$ cat src/rtl/sqrt_arbiter.sv
// sqrt_arbiter: round-robin front end that shares one 8-bit integer sqrt unit
// among NREQ clients. One request is in flight at a time. The result comes back
// tagged with the id of the client that asked for it.
// Optional build macro SQRT_ARB_TIMEOUT_EN adds a per-wait-state watchdog.
// The watchdog ends a stuck transaction with rsp_err_o=1 after TIMEOUT_CYC cycles.
module sqrt_arbiter #(
    parameter int NREQ        = 4,
    parameter int IDW         = $clog2(NREQ),
    parameter int TIMEOUT_CYC = 64
) (
    input  logic              clk_i,
    input  logic              rst_i,
    input  logic [NREQ-1:0]   req_i,
    input  logic [NREQ*8-1:0] req_data_i,
    output logic [NREQ-1:0]   gnt_o,
    output logic              sqrt_enb_o,
    output logic [7:0]        sqrt_dt_o,
    input  logic              sqrt_busy_i,
    input  logic [7:0]        sqrt_dt_i,
    output logic              rsp_valid_o,
    output logic [IDW-1:0]    rsp_id_o,
    output logic [7:0]        rsp_data_o,
    output logic              rsp_err_o,
    output logic              busy_o
);

    typedef enum logic [2:0] {
        ST_IDLE      = 3'd0,
        ST_ISSUE     = 3'd1,
        ST_WAIT_BUSY = 3'd2,
        ST_WAIT_DONE = 3'd3,
        ST_RESP      = 3'd4
    } state_t;

    // First requester at or after ptr, wrapping modulo NREQ.
    function automatic logic [IDW-1:0] rr_pick(input logic [NREQ-1:0] req,
                                               input logic [IDW-1:0]  ptr);
        logic [IDW-1:0] pick;
        logic [IDW-1:0] sel;
        logic           found;
        int             idx;
        pick  = '0;
        found = 1'b0;
        for (int k = 0; k < NREQ; k++) begin
            idx = int'(ptr) + k;
            idx = (idx >= NREQ) ? (idx - NREQ) : idx;
            sel = idx[IDW-1:0];
            if (!found && req[sel]) begin
                found = 1'b1;
                pick  = sel;
            end
        end
        return pick;
    endfunction

    // Successor id modulo NREQ (NREQ need not be a power of two).
    function automatic logic [IDW-1:0] rr_next(input logic [IDW-1:0] id);
        return (id == IDW'(NREQ - 1)) ? '0 : (id + IDW'(1));
    endfunction

    state_t            state_q, state_d;
    logic [IDW-1:0]    ptr_q, ptr_d;
    logic [IDW-1:0]    id_q, id_d;
    logic [NREQ-1:0]   gnt_q, gnt_d;
    logic              enb_q, enb_d;
    logic [7:0]        dt_q, dt_d;
    logic              rsp_valid_q, rsp_valid_d;
    logic [IDW-1:0]    rsp_id_q, rsp_id_d;
    logic [7:0]        rsp_data_q, rsp_data_d;
    logic              rsp_err_q, rsp_err_d;
    logic              busy_q, busy_d;
    logic [IDW-1:0]    win_s;
    logic [7:0]        win_data_s;
    logic              tmo_s;

`ifdef SQRT_ARB_TIMEOUT_EN
    localparam int CW = $clog2(TIMEOUT_CYC + 1);
    localparam logic [CW-1:0] CNT_LAST = CW'(TIMEOUT_CYC - 1);

    logic [CW-1:0] cnt_q, cnt_d;

    // Watchdog: restarts on entry to each wait state, fires on its TIMEOUT_CYC-th waiting cycle.
    always_comb begin
        cnt_d = '0;
        tmo_s = 1'b0;
        case (state_q)
            ST_WAIT_BUSY: begin
                if (sqrt_busy_i) begin
                    cnt_d = '0;
                end else begin
                    cnt_d = cnt_q + CW'(1);
                    tmo_s = (cnt_q == CNT_LAST);
                end
            end
            ST_WAIT_DONE: begin
                if (sqrt_busy_i) begin
                    cnt_d = cnt_q + CW'(1);
                    tmo_s = (cnt_q == CNT_LAST);
                end else begin
                    cnt_d = '0;
                end
            end
            default: begin
                cnt_d = '0;
                tmo_s = 1'b0;
            end
        endcase
    end

    // Watchdog counter register.
    always_ff @(posedge clk_i or posedge rst_i) begin
        if (rst_i) begin
            cnt_q <= '0;
        end else begin
            cnt_q <= cnt_d;
        end
    end
`else
    assign tmo_s = 1'b0;
`endif

    // Round-robin winner and its operand for the current IDLE sample.
    always_comb begin
        win_s      = rr_pick(req_i, ptr_q);
        win_data_s = req_data_i[{win_s, 3'b000} +: 8];
    end

    // Next-state and next-output logic; all outputs are registered one cycle ahead.
    always_comb begin
        state_d     = state_q;
        ptr_d       = ptr_q;
        id_d        = id_q;
        gnt_d       = '0;
        enb_d       = 1'b0;
        dt_d        = 8'h00;
        rsp_valid_d = 1'b0;
        rsp_id_d    = rsp_id_q;
        rsp_data_d  = rsp_data_q;
        rsp_err_d   = 1'b0;
        case (state_q)
            ST_IDLE: begin
                if (|req_i) begin
                    id_d    = win_s;
                    gnt_d   = NREQ'(1'b1) << win_s;
                    enb_d   = 1'b1;
                    dt_d    = win_data_s;
                    state_d = ST_ISSUE;
                end else begin
                    state_d = ST_IDLE;
                end
            end
            ST_ISSUE: begin
                ptr_d   = rr_next(id_q);
                state_d = ST_WAIT_BUSY;
            end
            ST_WAIT_BUSY: begin
                if (sqrt_busy_i) begin
                    state_d = ST_WAIT_DONE;
                end else if (tmo_s) begin
                    rsp_valid_d = 1'b1;
                    rsp_id_d    = id_q;
                    rsp_data_d  = 8'h00;
                    rsp_err_d   = 1'b1;
                    state_d     = ST_RESP;
                end else begin
                    state_d = ST_WAIT_BUSY;
                end
            end
            ST_WAIT_DONE: begin
                if (!sqrt_busy_i) begin
                    rsp_valid_d = 1'b1;
                    rsp_id_d    = id_q;
                    rsp_data_d  = sqrt_dt_i;
                    state_d     = ST_RESP;
                end else if (tmo_s) begin
                    rsp_valid_d = 1'b1;
                    rsp_id_d    = id_q;
                    rsp_data_d  = 8'h00;
                    rsp_err_d   = 1'b1;
                    state_d     = ST_RESP;
                end else begin
                    state_d = ST_WAIT_DONE;
                end
            end
            ST_RESP: begin
                state_d = ST_IDLE;
            end
            default: begin
                state_d = ST_IDLE;
            end
        endcase
        busy_d = (state_d != ST_IDLE);
    end

    // State, pointer and output registers; reset clears everything at once.
    always_ff @(posedge clk_i or posedge rst_i) begin
        if (rst_i) begin
            state_q     <= ST_IDLE;
            ptr_q       <= '0;
            id_q        <= '0;
            gnt_q       <= '0;
            enb_q       <= 1'b0;
            dt_q        <= 8'h00;
            rsp_valid_q <= 1'b0;
            rsp_id_q    <= '0;
            rsp_data_q  <= 8'h00;
            rsp_err_q   <= 1'b0;
            busy_q      <= 1'b0;
        end else begin
            state_q     <= state_d;
            ptr_q       <= ptr_d;
            id_q        <= id_d;
            gnt_q       <= gnt_d;
            enb_q       <= enb_d;
            dt_q        <= dt_d;
            rsp_valid_q <= rsp_valid_d;
            rsp_id_q    <= rsp_id_d;
            rsp_data_q  <= rsp_data_d;
            rsp_err_q   <= rsp_err_d;
            busy_q      <= busy_d;
        end
    end

    assign gnt_o       = gnt_q;
    assign sqrt_enb_o  = enb_q;
    assign sqrt_dt_o   = dt_q;
    assign rsp_valid_o = rsp_valid_q;
    assign rsp_id_o    = rsp_id_q;
    assign rsp_data_o  = rsp_data_q;
    assign rsp_err_o   = rsp_err_q;
    assign busy_o      = busy_q;

endmodule
$ cat config.mk
export PLATFORM = sky130hd
export DESIGN_NAME = sqrt_arbiter
export DESIGN_NICKNAME = d
export VERILOG_FILES = /design/src/rtl/sqrt_arbiter.sv
export SDC_FILE = /design/constraint.sdc
export NUM_CORES = 1
export LEC_CHECK = 0
export ABC_AREA = 1
export CAP_MARGIN = 20
export CORE_MARGIN = 3
export CORE_UTILIZATION = 39
export DETAILED_ROUTE_END_ITERATION = 10
export GPL_TIMING_DRIVEN = 0
export PLACE_DENSITY = 0.74
export REMOVE_ABC_BUFFERS = 1
export SLEW_MARGIN = 20
export SYNTH_ARGS = -nofsm -noshare
export SYNTH_HDL_FRONTEND = slang
export SYNTH_SLANG_ARGS = --single-unit
$ cat constraint.sdc
create_clock -name clk_i -period 3.17 [get_ports clk_i]
set_input_delay 0.4755 -clock clk_i [delete_from_list [all_inputs] [get_ports clk_i]]
set_output_delay 0.4755 -clock clk_i [all_outputs]
set_load 0.03 [all_outputs]
==> results.yml, run 1 <==
critical_path:
  crit_arrival_ps: 2520
  crit_chain: "clkdlybuf4s50_1 -> inv_1 -> nand2_1 -> nand2_1 -> nand2_1 -> nand2_1 -> nand3_2 -> nor2_1 -> nand3b_1 -> inv_2 -> nand2_1 -> a21oi_2"
  critical_path_class: "primary input to flip-flop"
  required_ps: 3370
  regToRegStartpoint: "ptr_q[0]$_DFFE_PP0N_"
  critical_path.max_fanout: 12
  cp_common_cell: "nand2_1"
  cpPeakStageDelay_ps: 500
  cp-end-kind: "flip-flop"
  reg2reg_slack_ps: 860
  startpoint_type: "primary input"
  worstRegToRegCells: 11
  r2r_end: "sqrt_dt_o[6]$_DFF_PP0_"
  cp_slowest_cell: "clkdlybuf4s50_1"
  crit_start: "req_i[3]"
clock_network:
  cts_buffers: 5
  clockBufferDepth: 2
  clk_pin_slew_ps: 60
  cts_root_buf: "clkbuf_8"
  clkLatencyLatePin_ps: 270
  post_cts_buffers: 0
  clock-sinks: 32
  ctsHoldBuffers: 0
  cts.htree.levels: 2
  tritoncts: "built"
  ctsResizeCount: 0
yosys:
  ys_types: 30
  synthTopCellsByArea: "dfrtp_1, nand2_1, nand3_1"
  synth_seq_cells: 32
  yosys.area.top_type: "dfrtp_1"
  syn_area_um2: 1800
  avgSynthCellArea_um2: 7.629
  synth_top_area_share_pct: 44.48
  netlist_instances: 236
  ys_seq_area_share_pct: 44.48
  synth_warnings: 0
die:
  die_w_um: 73.95
  boundaryPins: 73
  core_area_um2: 4414
  start_util_pct: 40.79
  fp.dieH_um: 73.95
  num_rows: 24
  fp.dieArea_um2: 5468
global_routing:
  grt_pass1_wl_um: 6575
  grt_max_degree: 33
  overflow: 0
  track_usage_pct: 15.33
  antenna_found_initial: 0
  grt_pass1_vias: 1556
timing:
  fin_crit_ps: 2328
  max_slew_margin_pct: 58.24
  period_share_pct: 73.43
  final-setup-viol-count: 0
  hold_viol: 0
  skew_ps: 3.882
  max_freq_mhz: 429.6
  final_max_slew_viol_count: 0
  worstMarginPinSlew_ps: 625.5
  fin_hold_ws_ps: 466.0
  setup_tns_ps: 0
  grt_setup_unrepaired: "no"
power_and_ir_drop:
  switching_share_pct: 50.62
  power_frac_clock_pct: 10.4
  p_total_mw: 2.712
  peakVddDrop_mv: 0.3945
  comb_power_share_pct: 64.4
  power_frac_seq_pct: 25.2
  power.internal_mw: 1.339
  p_leak_nw: 1.246
  power_density_nw_per_um2: 1054
  switching_power_mw: 1.373
routing:
  vias: 1684
  dr.pass1.iters: 4
  routed_wl_um: 4100
  drc: 0
  ant_nets: 0
  viasPerCell: 4.730
  drt_iter0_drc: 75
  wire_per_inst_um: 11.52
final_layout:
  drive_above_1_share_pct: 12.17
  final_cell_mix: "nand2_1, clkdlybuf4s50_1, dfrtp_1"
  final_util_pct: 58.28
  design_area_um2: 2572
  area_growth_pct: 42.88
  num-nets-final: 352
  antennaDiodeCount: 0
  mostFrequentLayoutCell: "nand2_1"
min_path:
  hold_start: "state_q[2]$_DFF_PP0_"
  min_delay_worst_endpoint: "busy_o$_DFF_PP0_"
  hold_path.class: "flip-flop to flip-flop"
  hold_depth: 1
job:
  cap_viol_max_count: 0
place:
  port_buffers: 71
  place.gp.congestion: 0.7810
  dpl_cell_area_um2: 2495
  hpwl_um: 3153
run_status:
  status: "finished, final reports clean"
-- cell families (layout without fill, tap and decap cells) --
family / count (synthesis) / in the layout / synth area share (%)
AND/OR/NAND/NOR: 159 / 159 / 40.10
flip-flops: 32 / 32 / 44.48
buffers and inverters: 26 / 94 / 7.991
AO/OA/AOI/OAI: 17 / 17 / 6.532
adder cells (fa/ha/maj): 1 / 1 / 0.6948
other: 1 / 1 / 0.2083
-- cell type report --
class	instances	area [um^2]
fill	412	1842
multi-input combinational	178	855.8
timing repair buffer	71	710.7
tap	52	65.06
clock buffer	6	72.57
inverter	16	62.56
clock inverter	1	5.005
sequential	32	800.8
-- Yosys cell counts (all sizes together) --
cell / n
nor4: 1
conb: 1
nand3: 22
nand3b: 1
dfrtp: 32
clkbuf: 2
ha: 1
nand2: 121
buf: 8
clkinv: 1
nor2: 9
nor3: 3
inv: 15
nand4: 2
a21oi: 9
o21ai: 7
o21a: 1
-- metrics by stage --
step | std cells | worst slack (ps)
after floorplan | 226 | 1297
after global placement | 349 | 566.8
after detailed placement | 349 | 571.7
after CTS | 356 | 854.4
after global routing | 356 | 618.6
final | 356 | 842.3
-- routing by layer --
layer	up-vias	part of all wire, %	GRT usage [%]
met5	-	0	0
met3	5	8.6	4.865
met4	0	1.1	5.835
met2	57	47	25.49
li1	867	-	-
met1	755	44	18.58
-- state kept, by name (all words and copies together), names as in the netlist --
| register | flops |
|---|---|
| rsp_valid_o | 1 |
| rsp_data_o | 8 |
| sqrt_dt_o | 8 |
| gnt_o | 4 |
| id_q | 2 |
| ptr_q | 2 |
| sqrt_enb_o | 1 |
| rsp_id_o | 2 |
| state_q | 3 |
| busy_o | 1 |
-- critical path: cells and delay by family --
| family | cells | cell delay [ps] |
|---|---|---|
| buffers and inverters | 3 | 840 |
| AO/OA/AOI/OAI | 1 | 140 |
| AND/OR/NAND/NOR | 8 | 1060 |
-- power groups by stage --
stage	registers (mW)	logic [mW]	clock network (mW)
floorplan	0.951	0.941	0
global placement	0.684	1.74	0
detailed placement	0.691	1.76	0
CTS	0.684	1.77	0.291
global route	0.706	1.94	0.305
finish	0.683	1.75	0.282
-- how the worst max path moves through the flow --
stage	cells after the start	end	slack (ps)
floorplan	11	sqrt_dt_o[0]$_DFF_PP0_	1300
global route	12	sqrt_dt_o[0]$_DFF_PP0_	620
global placement	12	sqrt_dt_o[4]$_DFF_PP0_	570
CTS	12	sqrt_dt_o[0]$_DFF_PP0_	850
finish	12	sqrt_dt_o[6]$_DFF_PP0_	840
detailed placement	12	sqrt_dt_o[7]$_DFF_PP0_	570
Note: power is estimated with default switching activity, not from simulation.
==> run 2, diff against run 1 <==
--- a/config.mk
+++ b/config.mk
@@ -11,7 +11,7 @@
 export CORE_UTILIZATION = 39
 export DETAILED_ROUTE_END_ITERATION = 10
 export GPL_TIMING_DRIVEN = 0
-export PLACE_DENSITY = 0.74
+export PLACE_DENSITY = 0.76
 export REMOVE_ABC_BUFFERS = 1
 export SLEW_MARGIN = 20
 export SYNTH_ARGS = -nofsm -noshare
==> constraint.sdc (replaced) <==
create_clock -name clk_i -period 1.92 [get_ports clk_i]
set_input_delay 0.288 -clock clk_i [delete_from_list [all_inputs] [get_ports clk_i]]
set_output_delay 0.288 -clock clk_i [all_outputs]
set_load 0.03 [all_outputs]
==> run 2 against run 1 <==
Against the previous run:
- the flow now finishes with violations (setup timing)
- cell count increased by 7.9%
- critical path depth increased by 1
- largest power group unchanged
- clock-buffer cell count increased by 2
- global-route usage increased by 1.9 points
- highest routed layer unchanged
- critical endpoint is now sqrt_dt_o[4]$_DFF_PP0_
- non-clock buffer count increased by 25
- die area unchanged
- sequential cell count unchanged
==> results.yml, run 2 (synthesis gave the netlist of run 1 again) <==
job:
  cap_viol_max_count: 0
global_routing:
  grt_pass1_vias: 1719
  use_met3_pct: 5.135
  antenna_found_initial: 0
  grt_pass1_wl_um: 7383
  overflow: 0
  grt_use_met1_pct: 20.48
  track_usage_pct: 17.24
  busiest_layer: "met2"
  grt_util_met2_pct: 30.31
  grt_max_degree: 33
critical_path:
  regToRegStartpoint: "ptr_q[0]$_DFFE_PP0N_"
  cp_num_buf_inv: 4
  cp_common_cell: "buf_6"
  cp-end-kind: "flip-flop"
  required_ps: 2130
  crit_arrival_ps: 2130
  crit_chain: "buf_6 -> nand2_2 -> nand2_2 -> nand2_1 -> nand2_2 -> nor2_4 -> buf_6 -> nand4_1 -> nand3b_1 -> buf_6 -> buf_6 -> nand2_1 -> a21oi_2"
  critical_path.max_fanout: 6
  critical_path_class: "flip-flop to flip-flop"
  crit_start: "ptr_q[0]$_DFFE_PP0N_"
  cpPeakStageDelay_ps: 460
  cp-endpoint: "sqrt_dt_o[4]$_DFF_PP0_"
  worstRegToRegCells: 13
  startpoint_type: "flip-flop"
  reg2reg_slack_ps: -7
  critical-path-top-delay-family: "simple AND/OR/NAND/NOR gates"
  crit_cells: 13
  cp_slowest_cell: "dfrtp_2"
  r2r_end: "sqrt_dt_o[4]$_DFF_PP0_"
final_layout:
  fillers: 354
  instances_no_fill: 384
  final_cell_mix: "nand2_1, clkdlybuf4s50_1, nand2_2"
  num-nets-final: 379
  mostFrequentLayoutCell: "nand2_1"
  final_util_pct: 68.76
  drive_above_1_share_pct: 30.42
  antennaDiodeCount: 0
  area_growth_pct: 68.59
clock_network:
  clock-sinks: 32
  clk_pin_slew_ps: 70
  tritoncts: "built"
  cts_root_buf: "clkbuf_8"
  cts.htree.levels: 2
  clkLatencyLatePin_ps: 270
  clockBufferDepth: 2
  cts_buffers: 5
place:
  place.gp.congestion: 0.7630
  port_buffers: 71
  hpwl_um: 3045
  placed_cells: 349
routing:
  viasPerCell: 4.893
  drc: 0
  dr.pass1.iters: 5
  routed_wl_um: 5211
  drt_iter0_drc: 122
  wire_per_inst_um: 13.57
  vias: 1879
  ant_nets: 0
power_and_ir_drop:
  p_leak_nw: 1.471
  peakVddDrop_mv: 0.9028
  power_density_nw_per_um2: 1929
die:
  num_rows: 24
  start_util_pct: 40.79
  fp.dieH_um: 73.95
  core_area_um2: 4414
  die_w_um: 73.95
  boundaryPins: 73
  fp.dieArea_um2: 5468
timing:
  fin_crit_ps: 1927
  fin_ws_ps: -7.097
  period_share_pct: 100.4
  hold_viol: 0
  max_freq_mhz: 518.9
  max_slew_margin_pct: 56.10
  final-setup-viol-count: 5
  grt_setup_unrepaired: "yes"
  skew_ps: 3.064
  worstMarginPinSlew_ps: 657.6
  final_max_slew_viol_count: 0
min_path:
  hold_path.class: "primary input to async pin"
run_status:
  violations: "setup timing"
  status: "finished with violations"
[run 2: cell types whose count changed in the layout (fill, tap and decap cells not counted), moves of 4 or more]
cell,change
nand3_1,-8
nand3_2,+6
buf_4,+12
nand2_4,+4
nand2_2,+21
nand2_1,-25
buf_6,+11
[run 2: through the flow]
| step | hold WS (ps) | setup slack, ps | total power, mW | setup TNS [ps] | cell area (um^2) |
|---|---|---|---|---|---|
| detailed placement | 451.6 | -498.0 | 4.038 | -5861 | 2495 |
| global placement | 438.3 | -501.3 | 3.984 | -5780 | 2495 |
| finish | 422.9 | -7.097 | 5.857 | -19.74 | 3035 |
| global route | 487.6 | -102.1 | 6.287 | -980.7 | 3035 |
| CTS | 456.6 | 3.332 | 5.083 | 0 | 2729 |
| floorplan | 397.6 | 47.15 | 3.124 | 0 | 1719 |
[run 2: metal layers]
metal  vias to the layer above  part of all wire, %
li1                        930                    -
met4                         0                  1.6
met2                        81                   51
met5                         -                    0
met1                       858                   38
met3                        10                  9.0
[run 2: worst min path at each step]
stage | endpoint | cells past startpoint | slack (ps) | from
6_report | sqrt_dt_o[2]$_DFF_PP0_ | 2 | 420 | rst_i
5_1_grt | busy_o$_DFF_PP0_ | 3 | 490 | req_i[1]
4_1_cts | id_q[1]$_DFFE_PP0N_ | 2 | 460 | rst_i
3_5_place_dp | busy_o$_DFF_PP0_ | 1 | 450 | state_q[2]$_DFF_PP0_
3_3_place_gp | busy_o$_DFF_PP0_ | 1 | 440 | state_q[2]$_DFF_PP0_
2_1_floorplan | busy_o$_DFF_PP0_ | 1 | 400 | rst_i
[run 2: power by group]
group	total [mW]	switching, mW	leakage, nW	internal, mW
registers	1.14	0.170	0.411	0.967
clock network	0.525	0.233	0.0455	0.292
logic	4.19	2.44	1.01	1.75
[run 2: area by class of cell]
type	instances	area, um^2	area share, %
clock buffers	8	90.09	2.968
inverters	16	70.07	2.308
multi-input cells	180	1037	34.17
flip-flops and latches	32	803.3	26.46
well taps	52	65.06	2.143
repair buffers	96	969.7	31.95
[run 2: timing repair]
item | 4_1_cts | 5_1_grt
endpoints found under the hold margin | 0 | 0
setup endpoints to repair | 14 | 14
setup buffers | 12 | 12
pin swaps | 5 | 23
gates resized for setup | 7 | 58
hold buffers | 0 | 0
cloned | 1 | 2
